`src/rtl/jump_pkg.sv`:
```
// Shared types and widths for the jump request controller.
package jump_pkg;

  typedef enum logic [1:0] {
    GROUND = 2'd0,
    LAUNCH = 2'd1,
    AIR    = 2'd2
  } jump_state_t;

  localparam int HEIGHT_W = 10;
  localparam int COUNT_W  = 8;

endpackage

```
`src/rtl/btn_debounce.sv`:
```
// Two-flop synchronizer plus counter debouncer; emits a one-cycle pulse on each accepted press.
module btn_debounce #(
  parameter int DEBOUNCE_CYCLES = 250000
) (
  input  logic clk,
  input  logic reset,
  input  logic btn_raw,
  output logic btn_level,
  output logic press
);

  localparam int CW = (DEBOUNCE_CYCLES > 1) ? $clog2(DEBOUNCE_CYCLES) : 1;

  logic          sync_a;
  logic          btn_sync;
  logic          level_q;
  logic [CW-1:0] cnt;

  always_ff @(posedge clk or negedge reset) begin
    if (!reset) begin
      sync_a    <= 1'b0;
      btn_sync  <= 1'b0;
      level_q   <= 1'b0;
      btn_level <= 1'b0;
      cnt       <= '0;
    end else begin
      sync_a   <= btn_raw;
      btn_sync <= sync_a;
      level_q  <= btn_level;
      // Any cycle where the synchronized input agrees with the level restarts the count.
      if (btn_sync != btn_level) begin
        if (cnt == CW'(DEBOUNCE_CYCLES - 1)) begin
          btn_level <= ~btn_level;
          cnt       <= '0;
        end else begin
          cnt <= cnt + 1'b1;
        end
      end else begin
        cnt <= '0;
      end
    end
  end

  assign press = btn_level & ~level_q;

endmodule

```
`src/rtl/jump_request_ctrl.sv`:
```
// Turns debounced button presses into single-cycle jump requests, with a mid-air press buffer.
module jump_request_ctrl
  import jump_pkg::*;
#(
  parameter int DEBOUNCE_CYCLES = 250000,
  parameter int BUFFER_FRAMES   = 8,
  parameter int LAUNCH_TIMEOUT  = 4
) (
  input  logic                clk,
  input  logic                reset,
  input  logic                btn_raw,
  input  logic                frame_tick,
  input  logic [HEIGHT_W-1:0] height,
  input  logic                game_active,
  output logic                jump_en,
  output logic                btn_level,
  output logic                airborne,
  output logic                buf_pending,
  output logic [COUNT_W-1:0]  jump_count,
  output logic [1:0]          fsm_state
);

  localparam int BW = $clog2(BUFFER_FRAMES + 1);
  localparam int LW = $clog2(LAUNCH_TIMEOUT + 1);

  jump_state_t   state;
  logic          press;
  logic          press_ok;
  logic          game_active_q;
  logic [BW-1:0] buf_timer;
  logic [LW-1:0] launch_cnt;

  btn_debounce #(
    .DEBOUNCE_CYCLES(DEBOUNCE_CYCLES)
  ) u_debounce (
    .clk      (clk),
    .reset    (reset),
    .btn_raw  (btn_raw),
    .btn_level(btn_level),
    .press    (press)
  );

  // A press landing on the first active cycle after a pause is dropped.
  assign press_ok  = press & game_active & game_active_q;
  assign airborne  = (state != GROUND);
  assign fsm_state = state;

  always_ff @(posedge clk or negedge reset) begin
    if (!reset) begin
      state         <= GROUND;
      jump_en       <= 1'b0;
      buf_pending   <= 1'b0;
      buf_timer     <= '0;
      launch_cnt    <= '0;
      jump_count    <= '0;
      game_active_q <= 1'b0;
    end else begin
      jump_en       <= 1'b0;
      game_active_q <= game_active;
      if (jump_en) jump_count <= jump_count + 1'b1;

      if (!game_active) begin
        state       <= GROUND;
        buf_pending <= 1'b0;
        buf_timer   <= '0;
        launch_cnt  <= '0;
      end else begin
        case (state)
          GROUND: begin
            // Consuming a buffered press also beats a same-cycle expiry tick.
            if (press_ok || buf_pending) begin
              jump_en     <= 1'b1;
              buf_pending <= 1'b0;
              buf_timer   <= '0;
              launch_cnt  <= '0;
              state       <= LAUNCH;
            end
          end
          LAUNCH: begin
            if (height != '0) begin
              state <= AIR;
            end else if (launch_cnt == LW'(LAUNCH_TIMEOUT - 1)) begin
              state <= GROUND;
            end else begin
              launch_cnt <= launch_cnt + 1'b1;
            end
          end
          AIR: begin
            if (height == '0) state <= GROUND;
          end
          default: state <= GROUND;
        endcase

        // Presses while off the ground arm the buffer; a reload masks a coincident tick.
        if (state != GROUND) begin
          if (press_ok) begin
            buf_pending <= 1'b1;
            buf_timer   <= BW'(BUFFER_FRAMES);
          end else if (frame_tick && buf_pending) begin
            if (buf_timer == BW'(1)) begin
              buf_pending <= 1'b0;
              buf_timer   <= '0;
            end else begin
              buf_timer <= buf_timer - 1'b1;
            end
          end
        end
      end
    end
  end

endmodule

```
`config.mk`:
```
export PLATFORM = sky130hd
export DESIGN_NAME = jump_request_ctrl
export DESIGN_NICKNAME = d
export VERILOG_FILES = /design/src/rtl/jump_pkg.sv /design/src/rtl/btn_debounce.sv /design/src/rtl/jump_request_ctrl.sv
export SDC_FILE = /design/constraint.sdc
export NUM_CORES = 1
export LEC_CHECK = 0
export CORE_UTILIZATION = 30
export DETAILED_ROUTE_END_ITERATION = 10
export DONT_BUFFER_PORTS = 1
export GPL_ROUTABILITY_DRIVEN = 0
export PLACE_DENSITY = 0.5
export RECOVER_POWER = 50
export SETUP_SLACK_MARGIN = 0.02
export SLEW_MARGIN = 0
export SYNTH_ARGS = -nofsm -noshare
export SYNTH_HDL_FRONTEND = slang
export SYNTH_SLANG_ARGS = --single-unit
```
`constraint.sdc`:
```
create_clock -name clk -period 2.6 [get_ports clk]
set_clock_uncertainty 0.1 [all_clocks]
set_input_delay 0.39 -clock clk [delete_from_list [all_inputs] [get_ports clk]]
set_output_delay 0.39 -clock clk [all_outputs]
set_load 0.02 [all_outputs]
```
After elaboration in Yosys (flattened, before gate mapping):

Index checks and enable logic that the tools add are counted.

* add/subtract/negate cells: 4
* equal/unequal tests: 12
* mux-type cells: 30
* bitwise operators: 5
* reduce and logical (&&, ||, !) cells: 9

Operator list (number)
* $mux W18: 2
* $mux W4: 7
* $add A18 B1 Y18 const B: 1
* $eq A18 B18 Y1 const B: 1
* $mux W3: 4
* $ne A3 B3 Y1 const B: 4
* $logic_not A10 Y1: 1
* $mux W1: 10
* $mux W2: 5
* $reduce_bool A10 Y1: 1
* $add A8 B1 Y8 const B: 1
* $pmux W2 S3: 1
* $pmux W3 S2: 1
* $eq A4 B1 Y1 const B: 1
* $ne A4 B4 Y1 const B: 1
* $reduce_and A4 Y1: 1
* $sub A4 B1 Y4 const B: 1
* $add A3 B1 Y3 const B: 1
* $and A1 B1 Y1: 3
* $eq A3 B2 Y1 const B: 1
* $ne A3 B1 Y1 const B: 1
* $reduce_and A3 Y1: 1
* $eq A2 B1 Y1 const B: 1
* $eq A2 B2 Y1 const B: 1
* 7 further kinds: 8

* flip-flop bits (word level): 42
* output and inout port bits: 14
* word-level logic and storage cells: 72

Logic depth before layout (Yosys ltp):

* word-level depth: 12
* gate-level depth with buffers: 6
* depth with buffers taken out: 6

Modules after synthesis:

Synthesis repeated with hierarchy kept, for this count alone.

* cell total of the unflattened synthesis: 195
* area total of the unflattened synthesis: 2090.8 µm²

By module, submodules not included
* btn_debounce: instances 1, cells an instance 99, area an instance 1076.0 µm²
* jump_request_ctrl: instances 1, cells an instance 96, area an instance 1014.7 µm²

Worst setup path before layout:

Ideal clock, no wire load.

* path kind: reg2reg
* start: reg u_debounce.cnt[6]
* end: reg u_debounce.cnt[10]
* setup time: 0.119 ns
* arrival time: 1.697 ns
* required time: 2.381 ns
* path slack: 0.684 ns
* cell stages (with the launch flop): 6
* path buffers: 1
* cells stage by stage: dfrtp_1 -> nor4b_1 -> nand4_1 -> o41ai_4 -> buf_6 -> nor2_1

* cells in the longest elaborated chain, start to end: 3
* elaborated cells on any way between the ends: 4
* classes of those cells: add/sub: 1; eq/ne: 1; mux: 2

Ends and longest elaborated chain
* from (decl): line btn_debounce.sv:17 `logic [CW-1:0] cnt;`
* from (signal assigned): line btn_debounce.sv:36 `cnt <= cnt + 1'b1;`
* $add A18 B1 Y18 / $eq A18 B18 Y1 (equally long branches): line btn_debounce.sv:36, btn_debounce.sv:32
* $mux W18 *: line btn_debounce.sv:32 `if (cnt == CW'(DEBOUNCE_CYCLES - 1)) begin`
* $mux W18 *: line btn_debounce.sv:31 `if (btn_sync != btn_level) begin`

Mark *: on every way between the ends. The rest lies on a longest branch, timed or not.
A chain may end at the register's enable or synchronous reset.

Worst setup path after layout:

* start: reg u_debounce.cnt[6]
* end: reg u_debounce.btn_level

* cells in the longest elaborated chain, start to end: 2

Ends and longest elaborated chain
* $eq A18 B18 Y1: line btn_debounce.sv:32
* $reduce_and A2 Y1 (no line)
* to (signal assigned): line btn_debounce.sv:33 `btn_level <= ~btn_level;`
* to (decl): line btn_debounce.sv:8 `output logic btn_level,`

Every way passes these cells.

==> flow_results.xml <==
<?xml version="1.0" encoding="UTF-8"?>
<metrics>
  <group name="run_status">
    <metric name="status" unit="">finished, violations left</metric>
    <metric name="failing_checks" unit="">design-rule violations</metric>
  </group>
  <group name="power">
    <metric name="p_int" unit="uW">983</metric>
    <metric name="power.sequential.fraction" unit="%">54.1</metric>
    <metric name="clkPwrFrac" unit="%">42.3</metric>
    <metric name="post-layout-total-power" unit="uW">1230</metric>
    <metric name="leakage" unit="uW">0.00101</metric>
    <metric name="power_density" unit="nW/um^2">542</metric>
    <metric name="switching_power" unit="uW">250</metric>
    <metric name="switching_share" unit="%">20.3</metric>
    <metric name="power.combinational.fraction" unit="%">3.6</metric>
    <metric name="maximum_vdd_drop" unit="uV">167</metric>
  </group>
  <group name="global_route">
    <metric name="grt_start_max_net_pins" unit="">43</metric>
    <metric name="grt_usage" unit="%">11.5</metric>
    <metric name="first_global_vias" unit="">1425</metric>
    <metric name="grt-ovfl-total" unit="">0</metric>
    <metric name="grt_antenna_before_repair" unit="">0</metric>
    <metric name="grt_pass1_wl" unit="um">6590</metric>
  </group>
  <group name="run">
    <metric name="max_cap_violations" unit="">0</metric>
  </group>
  <group name="sta">
    <metric name="period_needed" unit="ps">1940</metric>
    <metric name="rsz_0062_raised_after_global_routing" unit="">false</metric>
    <metric name="min_period_over_period" unit="%">74.7</metric>
    <metric name="worst_slew_margin_rel" unit="%">29.7</metric>
    <metric name="setup-violations-final" unit="">0</metric>
    <metric name="fin_tns_setup" unit="ps">0</metric>
    <metric name="fmaxAchievable" unit="MHz">515</metric>
    <metric name="timing.final.max_slew_violations" unit="">0</metric>
    <metric name="timing_hold_violations_final" unit="">0</metric>
    <metric name="tightest_slew" unit="ps">1050</metric>
  </group>
  <group name="min_path">
    <metric name="timing.hold.worst_path_depth" unit="">0</metric>
    <metric name="min_path_type" unit="">input port to flop</metric>
  </group>
  <group name="finish">
    <metric name="antenna_cells" unit="">0</metric>
    <metric name="nFillCells" unit="">653</metric>
    <metric name="syn2layout_area_growth" unit="%">10.2</metric>
    <metric name="final_nets" unit="">221</metric>
    <metric name="multiInputGateArea" unit="um^2">957</metric>
    <metric name="design_area" unit="um^2">2280</metric>
    <metric name="drive_gt1_share" unit="%">9.00</metric>
    <metric name="utilization" unit="%">35.1</metric>
    <metric name="seq_area" unit="um^2">1050</metric>
  </group>
  <group name="synth">
    <metric name="synth_cell_type_count" unit="">40</metric>
    <metric name="yosys_register_bits" unit="">42</metric>
    <metric name="synth.cell_area" unit="um^2">2070</metric>
    <metric name="yosysSeqAreaShare" unit="%">50.9</metric>
    <metric name="synth.area.top_cells" unit="">dfrtp_1 (51%), xnor2_1 (6.4%), nor2_1 (4.4%), xor2_1 (4.2%), ha_1 (3.6%)</metric>
    <metric name="synth_fp_nets" unit="">215</metric>
    <metric name="syn-mean-instance-area" unit="um^2">10.6</metric>
    <metric name="synth-edff-count" unit="">0</metric>
    <metric name="synth_top_cell_by_area" unit="">dfrtp_1</metric>
    <metric name="dominantRegCellSynth" unit="">dfrtp_1</metric>
    <metric name="synth_top_cells_by_count" unit="">dfrtp_1 (42), nor2_1 (24), xnor2_1 (15)</metric>
    <metric name="synthCells" unit="">194</metric>
    <metric name="async_reset_ff_share" unit="%">100</metric>
    <metric name="ys_warn_count" unit="">0</metric>
    <metric name="synth_most_common_cell" unit="">dfrtp_1</metric>
    <metric name="yosysTopAreaCellShare" unit="%">50.9</metric>
  </group>
  <group name="critical_path">
    <metric name="arrival" unit="ps">2020</metric>
    <metric name="rr_startpoint" unit="">u_debounce.cnt[6]</metric>
    <metric name="critical_path_class" unit="">flop to flop</metric>
    <metric name="worst_r2r_path_depth" unit="">4</metric>
    <metric name="critPathRequiredTime" unit="ps">2680</metric>
    <metric name="endpoint_kind" unit="">flop</metric>
    <metric name="r2r_setup_slk" unit="ps">660</metric>
    <metric name="endpoint" unit="">u_debounce.btn_level</metric>
    <metric name="largest_fanout_on_the_critical_path" unit="">6</metric>
    <metric name="critical_path_start_type" unit="">flop</metric>
    <metric name="rr_endpoint" unit="">u_debounce.btn_level</metric>
    <metric name="crit_path_start" unit="">u_debounce.cnt[6]</metric>
  </group>
  <group name="placed_design">
    <metric name="place.detailed.hpwl" unit="um">2600</metric>
    <metric name="placed_cell_area" unit="um^2">2150</metric>
    <metric name="port_buffers" unit="">0</metric>
  </group>
  <group name="clock_tree">
    <metric name="clkTransAtPathRegs" unit="ps">80</metric>
    <metric name="clockBufferDepth" unit="">2</metric>
    <metric name="tritoncts" unit="">built</metric>
    <metric name="clk-insertion-delay-late" unit="ps">290</metric>
    <metric name="hold_buffers" unit="">2</metric>
    <metric name="number_of_buffers_inserted_during_clock_tree_synthesis" unit="">5</metric>
    <metric name="cell_at_the_root_of_the_clock_tree" unit="">clkbuf_8</metric>
    <metric name="clkSinkCount" unit="">42</metric>
    <metric name="cts_post_setup_buffers_inserted" unit="">0</metric>
    <metric name="post_cts_resized" unit="">0</metric>
    <metric name="htree_num_levels" unit="">2</metric>
  </group>
  <group name="die">
    <metric name="floorplan.initialDensity" unit="%">31.8</metric>
    <metric name="boundary_pin_count" unit="">29</metric>
    <metric name="floorplan.rows" unit="">29</metric>
    <metric name="die_width" unit="um">85.0</metric>
    <metric name="die_y" unit="um">85.0</metric>
    <metric name="fp.coreArea" unit="um^2">6490</metric>
    <metric name="dieArea" unit="um^2">7220</metric>
  </group>
  <group name="route">
    <metric name="detail_route.wl_per_cell" unit="um">13.5</metric>
    <metric name="drt_pre_antenna_iters" unit="">7</metric>
    <metric name="drt_drc_violations_left" unit="">2</metric>
    <metric name="routed_wl" unit="um">3750</metric>
    <metric name="drt-vias-per-instance" unit="">5.16</metric>
    <metric name="vias_after_detailed_routing" unit="">1428</metric>
    <metric name="antenna_left" unit="">0</metric>
    <metric name="detail_route.iter0.violations" unit="">71</metric>
  </group>
</metrics>
-- metrics by stage --
stage | hold WS, ps | instances | setup slack, ps
2_1_floorplan | -5.59 | 194 | 684
3_3_place_gp | -4.25 | 268 | 709
3_5_place_dp | -3.88 | 268 | 658
4_1_cts | 11.0 | 277 | 646
5_1_grt | 5.32 | 277 | 487
6_report | 25.8 | 277 | 658
-- worst max-delay path, stage by stage (launching register included) --
cell,delay (ps)
dfrtp_1,460
nor4b_1,300
nand4_1,210
nor4_1,390
mux2_2,370
-- power groups by stage --
stage                     Combinational [uW]  Clock [uW]  Sequential, uW
after floorplan                         26.2           0             679
after global placement                  30.9           0             680
after detailed placement                31.2           0             681
after CTS                               52.0         546             667
after global routing                    51.8         566             669
final                                   44.8         521             667
-- cell type report --
class                   count  share of cell area (%)
clock buffers               6                    3.63
clock inverters             1                    1.32
inverters                   8                    1.32
multi-input cells         139                    42.0
flip-flops and latches     42                    46.2
well taps                  77                    4.23
repair buffers              4                    1.32
-- cell usage in the layout, fill, tap and decap left out, drive strengths merged, types with 8 or more instances in the layout --
cell,n
xor2,10
dfrtp,42
nand2,10
nor2,24
inv,8
nand4,11
xnor2,15
-- state kept, by name (all words and copies together) (netlist names) --
name and cells:
game_active_q 1, fsm_state 2, u_debounce.cnt 18, u_debounce.btn_level 1, buf_timer 4, u_debounce.level_q 1
launch_cnt 3, buf_pending 1, jump_en 1, jump_count 8, u_debounce.btn_sync 1, u_debounce.sync_a 1
-- kinds of logic (layout without fill, tap and decap cells) --
group / count (synthesis) / in the layout / synth area share [%]
AOI/OAI and AO/OA: 23 / 23 / 8.36
xor gates and xnor gates: 25 / 25 / 10.6
muxes: 3 / 3 / 1.64
buffers and inverters: 13 / 19 / 2.79
adders and majority gates: 6 / 6 / 3.63
DFF: 42 / 42 / 50.9
and+or+nand+nor: 82 / 82 / 22.1
-- per-layer routing --
layer,vias to the layer above,global-route usage (%),routed length (um)
li1,706,-,-
met1,687,13.8,1790
met2,32,19.3,1790
met3,3,3.50,162
met4,0,4.16,8
met5,-,0,0
-- worst min-delay path by stage --
stage | startpoint | end | slack (ps)
5_1_grt | game_active | game_active_q | 5
6_report | game_active | game_active_q | 30
3_3_place_gp | reset | u_debounce.cnt[3] | -4
4_1_cts | game_active | game_active_q | 10
3_5_place_dp | reset | u_debounce.cnt[3] | -4
2_1_floorplan | reset | buf_pending | -6
No activity file was read; power rests on OpenSTA's default activity.
